===== src/rtl/simon_pkg.sv =====
// Shared types for the Simon game blocks: colour codes, the round-check FSM states
// and the width of a round index.
`timescale 1ns/1ps
package simon_pkg;

    localparam int ROUND_W = 6;

    typedef enum logic [1:0] {
        RED    = 2'd0,
        GREEN  = 2'd1,
        BLUE   = 2'd2,
        YELLOW = 2'd3
    } colour_t;

    typedef enum logic [1:0] {
        IDLE    = 2'd0,
        CHECK   = 2'd1,
        VERDICT = 2'd2
    } check_state_t;

endpackage


===== src/rtl/seq_store.sv =====
// Colour sequence register file: append-only writes at seq_len, combinational read,
// synchronous clear of the length (storage contents are left as they are).
`timescale 1ns/1ps
import simon_pkg::*;

module seq_store #(
    parameter int DEPTH = 64
) (
    input  logic               clk,
    input  logic               clr_i,
    input  logic               wr_en_i,
    input  colour_t            wr_colour_i,
    input  logic [ROUND_W-1:0] rd_idx_i,
    output colour_t            rd_colour_o,
    output logic [ROUND_W:0]   len_o,
    output logic               full_o
);

    localparam logic [ROUND_W:0] DEPTH_L = (ROUND_W + 1)'(DEPTH);

    colour_t          mem_q [DEPTH];
    logic [ROUND_W:0] len_q;
    logic [ROUND_W:0] len_d;
    logic             wr_ok;

    assign full_o = (len_q == DEPTH_L);
    assign wr_ok  = wr_en_i && !full_o;

    always_comb begin
        len_d = len_q;
        if (wr_ok) begin
            len_d = len_q + 1'b1;
        end
    end

    always_ff @(posedge clk) begin
        if (clr_i) begin
            len_q <= '0;
        end else begin
            len_q <= len_d;
        end
    end

    // A write is only possible while not full, so len_q fits the index width here.
    always_ff @(posedge clk) begin
        if (wr_ok && !clr_i) begin
            mem_q[len_q[ROUND_W-1:0]] <= wr_colour_i;
        end
    end

    assign rd_colour_o = mem_q[rd_idx_i];
    assign len_o       = len_q;

endmodule


===== config.mk =====
export PLATFORM = sky130hd
export DESIGN_NAME = seq_store
export DESIGN_NICKNAME = d
export VERILOG_FILES = /design/src/rtl/simon_pkg.sv /design/src/rtl/seq_store.sv
export SDC_FILE = /design/constraint.sdc
export NUM_CORES = 1
export LEC_CHECK = 0
export ABC_AREA = 1
export BUFFER_PORTS_ARGS = -buffer_cell sky130_fd_sc_hd__buf_2
export CORE_MARGIN = 2
export CORE_UTILIZATION = 50
export CTS_CLUSTER_DIAMETER = 30
export DETAILED_ROUTE_END_ITERATION = 16
export PLACE_DENSITY_LB_ADDON = 0.1
export SYNTH_ARGS = -nofsm -noshare
export SYNTH_HDL_FRONTEND = slang
export SYNTH_SLANG_ARGS = --single-unit

===== constraint.sdc =====
create_clock -name clk -period 4.3 [get_ports clk]
set_input_delay 1.075 -clock clk [delete_from_list [all_inputs] [get_ports clk]]
set_output_delay 1.075 -clock clk [all_outputs]
set_load 0.03 [all_outputs]

==> results of run 1 <==
[layout make-up]
class / instances / area share [%]
repair buffers: 26 / 2.33
multi-input cells: 381 / 26.6
clock inverters: 11 / 1.96
clock buffers: 20 / 6.45
well taps: 143 / 2.64
flip-flops and latches: 135 / 58.9
inverters: 21 / 1.16
[path summary, 6_finish.rpt]
kind | startpoint | endpoint
max | rd_idx_i[0] | rd_colour_o[1]
max reg2reg | len_o[1] | mem_q[45][1]
min | len_o[6] | len_o[6]
min reg2reg | len_o[6] | len_o[6]
[through the flow]
stage	utilization [%]	hold slack [ns]	setup slack, ns	cells
finish	58.8	0.480	0.532	737
detailed placement	53.8	0.466	0.535	706
global placement	53.8	0.462	0.597	706
global route	58.8	0.507	0.346	737
CTS	58.8	0.482	0.531	737
floorplan	-	0.586	1.02	561
[kinds of logic (layout without fill, tap and decap cells)]
logic type / Yosys count / count (layout) / share of synthesized area, %
AO/OA/AOI/OAI: 12 / 12 / 1.05
flip-flops: 135 / 135 / 66.8
AND/OR/NAND/NOR: 367 / 367 / 28.7
adder cells (fa/ha/maj): 2 / 2 / 0.420
buffers and inverters: 45 / 78 / 3.00
[flip-flops by register name (all words and copies together) (netlist names)]
register  flops
mem_q       128
len_o         7
[critical path: stages]
cell and delay [ns]:
buf_2 0.09, buf_4 0.49, nand2_1 0.14, nand3_1 0.13, nand3_1 0.07, nand2_1 0.12, nand2_1 0.07, nand3_1 0.07
nand3_1 0.08, nand2_1 0.10, buf_2 0.20
[Yosys cell counts]
| master | n |
|---|---|
| nand2_1 | 170 |
| nor2_8 | 2 |
| dfxtp_1 | 7 |
| o21bai_1 | 1 |
| nor2_1 | 69 |
| ha_1 | 2 |
| clkinv_1 | 2 |
| nor2_2 | 1 |
| edfxtp_1 | 128 |
| nand3_4 | 2 |
| nand3_2 | 1 |
| nand3_1 | 114 |
| o21ai_0 | 6 |
| a21oi_1 | 5 |
| inv_1 | 14 |
| buf_2 | 8 |
| nand4_4 | 6 |
| clkbuf_1 | 16 |
| inv_2 | 5 |
| nand2_8 | 1 |
| nor3_1 | 1 |
[power by group]
group,total [mW],switching (mW),internal [mW]
clock network,1.40,0.506,0.898
logic,0.177,0.130,0.0470
registers,1.45,0.00401,1.44
[per-layer routing]
metal | part of all wire (%) | track usage, % | wire length (um)
met3 | 5.7 | 5.09 | 775
met2 | 50 | 38.9 | 6700
met4 | 3.5 | 11.7 | 470
met5 | 0 | 0 | 0
met1 | 41 | 28.8 | 5580
==> out/results.tsv, run 1 <==
stage	metric	value	unit
status	status	finished with violations	
status	violated_checks	design-rule violations	
detailed_routing	remaining_drc_errors	1	
clock_network	cts_root_buffer	clkbuf_16	
global_route	first_global_vias	4322	
power_and_ir_drop	power.density_cell_area	447	nW/um2
final_layout	final_area	6770	um2
final_layout	ratio_of_cells_with_drive_above_1_in_the_final_layout	11.6	%
sta	report.final.hold_viol_count	0	
floorplanning	io_pins	21	
final_layout	syn_to_final_growth	13.5	%
global_route	grt_pass1_wl	22.0	mm
critical_path	end_kind	primary output	
synthesis	synthCells	561	
global_route	track_usage	23.3	%
floorplanning	row_count	39	
place	dp_hpwl	8.26	mm
detailed_routing	initialDrtViolationCount	258	
sta	fmax	0.265	GHz
detailed_routing	antenna_left	0	
clock_network	clkTransAtPathRegs	0.05	ns
sta	fin_crit_sh	87.6	%
critical_path	rr_worst_depth	9	
place	dpl-instance-area	6200	um2
sta	final.setup_skew	0.00598	ns
clock_network	post_cts_hold_buffer_count	0	
critical_path	worst-path-max-fanout	64	
clock_network	cts.htree.levels	4	
critical_path	regToRegSetupSlack	1.91	ns
critical_path	worstSetupStartpointType	input port	
floorplanning	initial_utilization	51.8	%
hold_path	hold_path_class	register to register	
synthesis	flop_and_latch_count_out_of_synthesis	135	
final_layout	layout.filler_cells	1008	
sta	final_number_of_max_transition_violations	0	
detailed_routing	drt_first_pass_iters	11	
place	portBuffers	20	
synthesis	synth.net_count	574	
hold_path	timing.hold.worst_path_depth	1	
synthesis	yosysTopAreaCell	edfxtp_1	
critical_path	data_arrival_critical_path	2.69	ns
power_and_ir_drop	total_leakage_power	2.47	nW
final_layout	multiInputGateArea	1800	um2
final_layout	seqCellArea	3980	um2
synthesis	netlist_top_cells_area	edfxtp_1 (64%), nand2_1 (11%), nand3_1 (9.6%)	
detailed_routing	wl	13.5	mm
clock_network	ctsLongestPathBuffers	2	
sta	setup_repair_after_global_routing_missed_its_margin	no	
synthesis	synth.lib_cells_used.distinct	21	
clock_network	cts_resized	0	
critical_path	critical_path_class	input port to primary output	
sta	setup_viol	0	
sta	timing_worst_slew_pin_value	1.13	ns
synthesis	syn_area_per_cell	10.6	um2
floorplanning	die_w	113	um
clock_network	worst_skew_pair.late_latency	0.41	ns
sta	max_slew_margin	24.4	%
clock_network	postCtsSetupRepairBufs	0	
detailed_routing	route.detailed.wl_per_inst	18.4	um
final_layout	final_cell_mix	nand2_1 (170), edfxtp_1 (128), nand3_1 (114), nor2_1 (69), buf_2 (20)	
global_route	grt_max_degree	65	
detailed_routing	vias_per_cell	5.56	
final_layout	num-nets-final	595	
sta	setup_total_negative_slack	0	ns
synthesis	synthesis.yosys.warnings	0	
sta	min_period	3.77	ns
flow_run	maxCapViolCount	0	
floorplanning	floorplan.die.height	113	um
final_layout	layout.cells.most_common	nand2_1	
synthesis	syn-cell-area	5960	um2
detailed_routing	dr_total_vias	4098	
global_route	antenna_found_initial	0	
synthesis	synth_top_area_share	64.5	%
critical_path	crit_required	3.22	ns
power_and_ir_drop	peakVddDrop	0.305	mV
floorplanning	die_area	12800	um2
global_route	globalRoute.totalOverflow	0	
clock_network	cts_sinks	135	
synthesis	ys_seq_area_share	66.8	%
place	place_congestion	0.841	
clock_network	cts_inserted_buffers	17	
floorplanning	core	11500	um2
clock_network	cts_tree	built	
final_layout	antenna-diode-count	0	
power_and_ir_drop	total_power	3.03	mW
No activity file was read; power rests on OpenSTA's default activity.
==> run 2, diff against run 1 <==
Settings changed: CORE_UTILIZATION 50 to 45.
==> out/results.tsv, run 2 (synthesis results as in run 1) <==
stage	metric	value	unit	change
status	status	finished clean		was finished with violations
power_and_ir_drop	peakVddDrop	0.258	mV	was 0.305 mV
detailed_routing	route.detailed.wl_per_inst	17.9	um	was 18.4 um
sta	timing_worst_slew_pin_value	1.16	ns	was 1.13 ns
global_route	antenna_found_initial	0		unchanged
place	pre_cts_slack	0.801	ns	was 0.535 ns
critical_path	reg2reg_from	len_o[1]		unchanged
critical_path	rr_endpoint	mem_q[47][0]		was mem_q[45][1]
sta	final_number_of_max_transition_violations	0		unchanged
detailed_routing	vias_per_cell	5.27		was 5.56
detailed_routing	initialDrtViolationCount	274		was 258
sta	setup_viol	0		unchanged
final_layout	antenna-diode-count	0		unchanged
sta	fin_crit_sh	81.8	%	was 87.6%
critical_path	rr_worst_depth	9		unchanged
global_route	first_global_vias	4155		was 4322
sta	final.setup_skew	0.00560	ns	was 0.00598 ns
sta	setup_total_negative_slack	0	ns	unchanged
detailed_routing	antenna_left	0		unchanged
power_and_ir_drop	power.density_cell_area	448	nW/um2	was 447 nW/um2
place	dpl-instance-area	6250	um2	was 6200 um2
critical_path	end_kind	primary output		unchanged
final_layout	final_area	6840	um2	was 6770 um2
sta	worst_slack	0.784	ns	was 0.532 ns
flow_run	maxCapViolCount	0		unchanged
global_route	grt_max_degree	65		unchanged
power_and_ir_drop	total_leakage_power	2.48	nW	was 2.47 nW
place	place_congestion	0.866		was 0.841
sta	min_period	3.52	ns	was 3.77 ns
clock_network	cts_resized	0		unchanged
detailed_routing	wl	13.8	mm	was 13.5 mm
sta	setup_repair_after_global_routing_missed_its_margin	no		unchanged
floorplanning	io_pins	21		unchanged
sta	fmax	0.284	GHz	was 0.265 GHz
final_layout	num-nets-final	595		unchanged
final_layout	syn_to_final_growth	14.7	%	was 13.5%
final_layout	final_cell_mix	nand2_1 (170), edfxtp_1 (128), nand3_1 (114), nor2_1 (69), buf_2 (20)		unchanged
floorplanning	core	13100	um2	was 11500 um2
clock_network	cts_root_buffer	clkbuf_16		unchanged
floorplanning	die_w	119	um	was 113 um
clock_network	cts_sinks	135		unchanged
detailed_routing	dr_total_vias	4061		was 4098
floorplanning	initial_utilization	45.6	%	was 51.8%
clock_network	cts.htree.levels	4		unchanged
clock_network	ctsLongestPathBuffers	2		unchanged
critical_path	timing.critical_path.slowest_stage_cell	buf_12		was buf_4
global_route	track_usage	21.2	%	was 23.3%
critical_path	worst-path-max-fanout	64		unchanged
final_layout	flip_flop_count_of_the_largest_register_after_layout	128		unchanged
critical_path	timing.critical_path.slowest_cell_delay	0.26	ns	was 0.49 ns
hold_path	hold_path_end	len_o[6]		unchanged
critical_path	path_cells	buf_2 -> inv_2 -> buf_12 -> nand2_1 -> nand3_1 -> nand3_1 -> nand2_1 -> nand2_1 -> nand3_1 -> nand3_1 -> nand2_1 -> buf_2		was buf_2 -> buf_4 -> nand2_1 -> nand3_1 -> nand3_1 -> nand2_1 -> nand2_1 -> nand3_1 -> nand3_1 -> nand2_1 -> buf_2
critical_path	worstSetupStartpointType	input port		unchanged
sta	report.final.hold_viol_count	0		unchanged
critical_path	data_arrival_critical_path	2.44	ns	was 2.69 ns
hold_path	min_from	len_o[6]		unchanged
power_and_ir_drop	total_power	3.07	mW	was 3.03 mW
critical_path	regToRegSetupSlack	1.92	ns	was 1.91 ns
clock_network	worst_skew_pair.late_latency	0.42	ns	was 0.41 ns
global_route	grt_pass1_wl	22.2	mm	was 22.0 mm
clock_network	cts_inserted_buffers	17		unchanged
detailed_routing	remaining_drc_errors	0		was 1
place	portBuffers	20		unchanged
global_route	globalRoute.totalOverflow	0		unchanged
final_layout	finalCoreUtilization	52.3	%	was 58.8%
floorplanning	die_area	14200	um2	was 12800 um2
clock_network	postCtsSetupRepairBufs	0		unchanged
place	dp_hpwl	8.42	mm	was 8.26 mm
floorplanning	row_count	42		was 39
clock_network	post_cts_hold_buffer_count	0		unchanged
hold_path	timing.hold.worst_path_depth	1		unchanged
final_layout	ratio_of_cells_with_drive_above_1_in_the_final_layout	12.4	%	was 11.6%
critical_path	critical_path_class	input port to primary output		unchanged
critical_path	crit_required	3.22	ns	about the same
hold_path	hold_path_class	register to register		unchanged
clock_network	clkTransAtPathRegs	0.05	ns	about the same
clock_network	cts_tree	built		unchanged
final_layout	layout.cells.most_common	nand2_1		unchanged
final_layout	layout.filler_cells	1195		was 1008
detailed_routing	drt_first_pass_iters	5		was 11
floorplanning	floorplan.die.height	119	um	was 113 um
sta	max_slew_margin	22.8	%	was 24.4%
==> run 2: metrics by stage <==
stage	hold slack, ns	instances
after CTS	0.488	771
after global placement	0.463	739
final	0.479	771
after global routing	0.504	771
after detailed placement	0.475	739
after floorplan	0.586	561
==> run 2: critical path: cells and delay by family <==
kind | cells | cell delay [ns]
buffers and inverters | 4 | 0.64
AND/OR/NAND/NOR | 8 | 0.70
==> run 2: how the worst max path moves through the flow <==
stage	to	slack, ns	from
after floorplan	rd_colour_o[0]	1.02	rd_idx_i[2]
after global placement	rd_colour_o[0]	0.81	rd_idx_i[0]
after detailed placement	rd_colour_o[0]	0.80	rd_idx_i[0]
after CTS	rd_colour_o[0]	0.79	rd_idx_i[0]
after global routing	rd_colour_o[0]	0.61	rd_idx_i[0]
final	rd_colour_o[0]	0.78	rd_idx_i[0]
==> run 2: per-layer routing <==
| layer | global-route usage (%) | routed length [um] |
|---|---|---|
| met5 | 0 | 0 |
| met4 | 8.56 | 285 |
| met3 | 4.50 | 541 |
| met2 | 34.4 | 6730 |
| met1 | 27.9 | 6240 |
==> run 2: cell type report <==
type                       count  area [um2]  share of cell area (%)
sequential                   135        3980                    58.2
inverter                      21        78.8                    1.15
timing repair buffer          26         170                    2.49
clock buffer                  18         429                    6.27
tap                          176         220                    3.22
multi-input combinational    381        1800                    26.3
clock inverter                14         159                    2.32
==> run 2: power by group <==
group,internal [mW],switching [mW]
clock,0.903,0.539
combinational,0.0479,0.130
sequential,1.44,0.00410
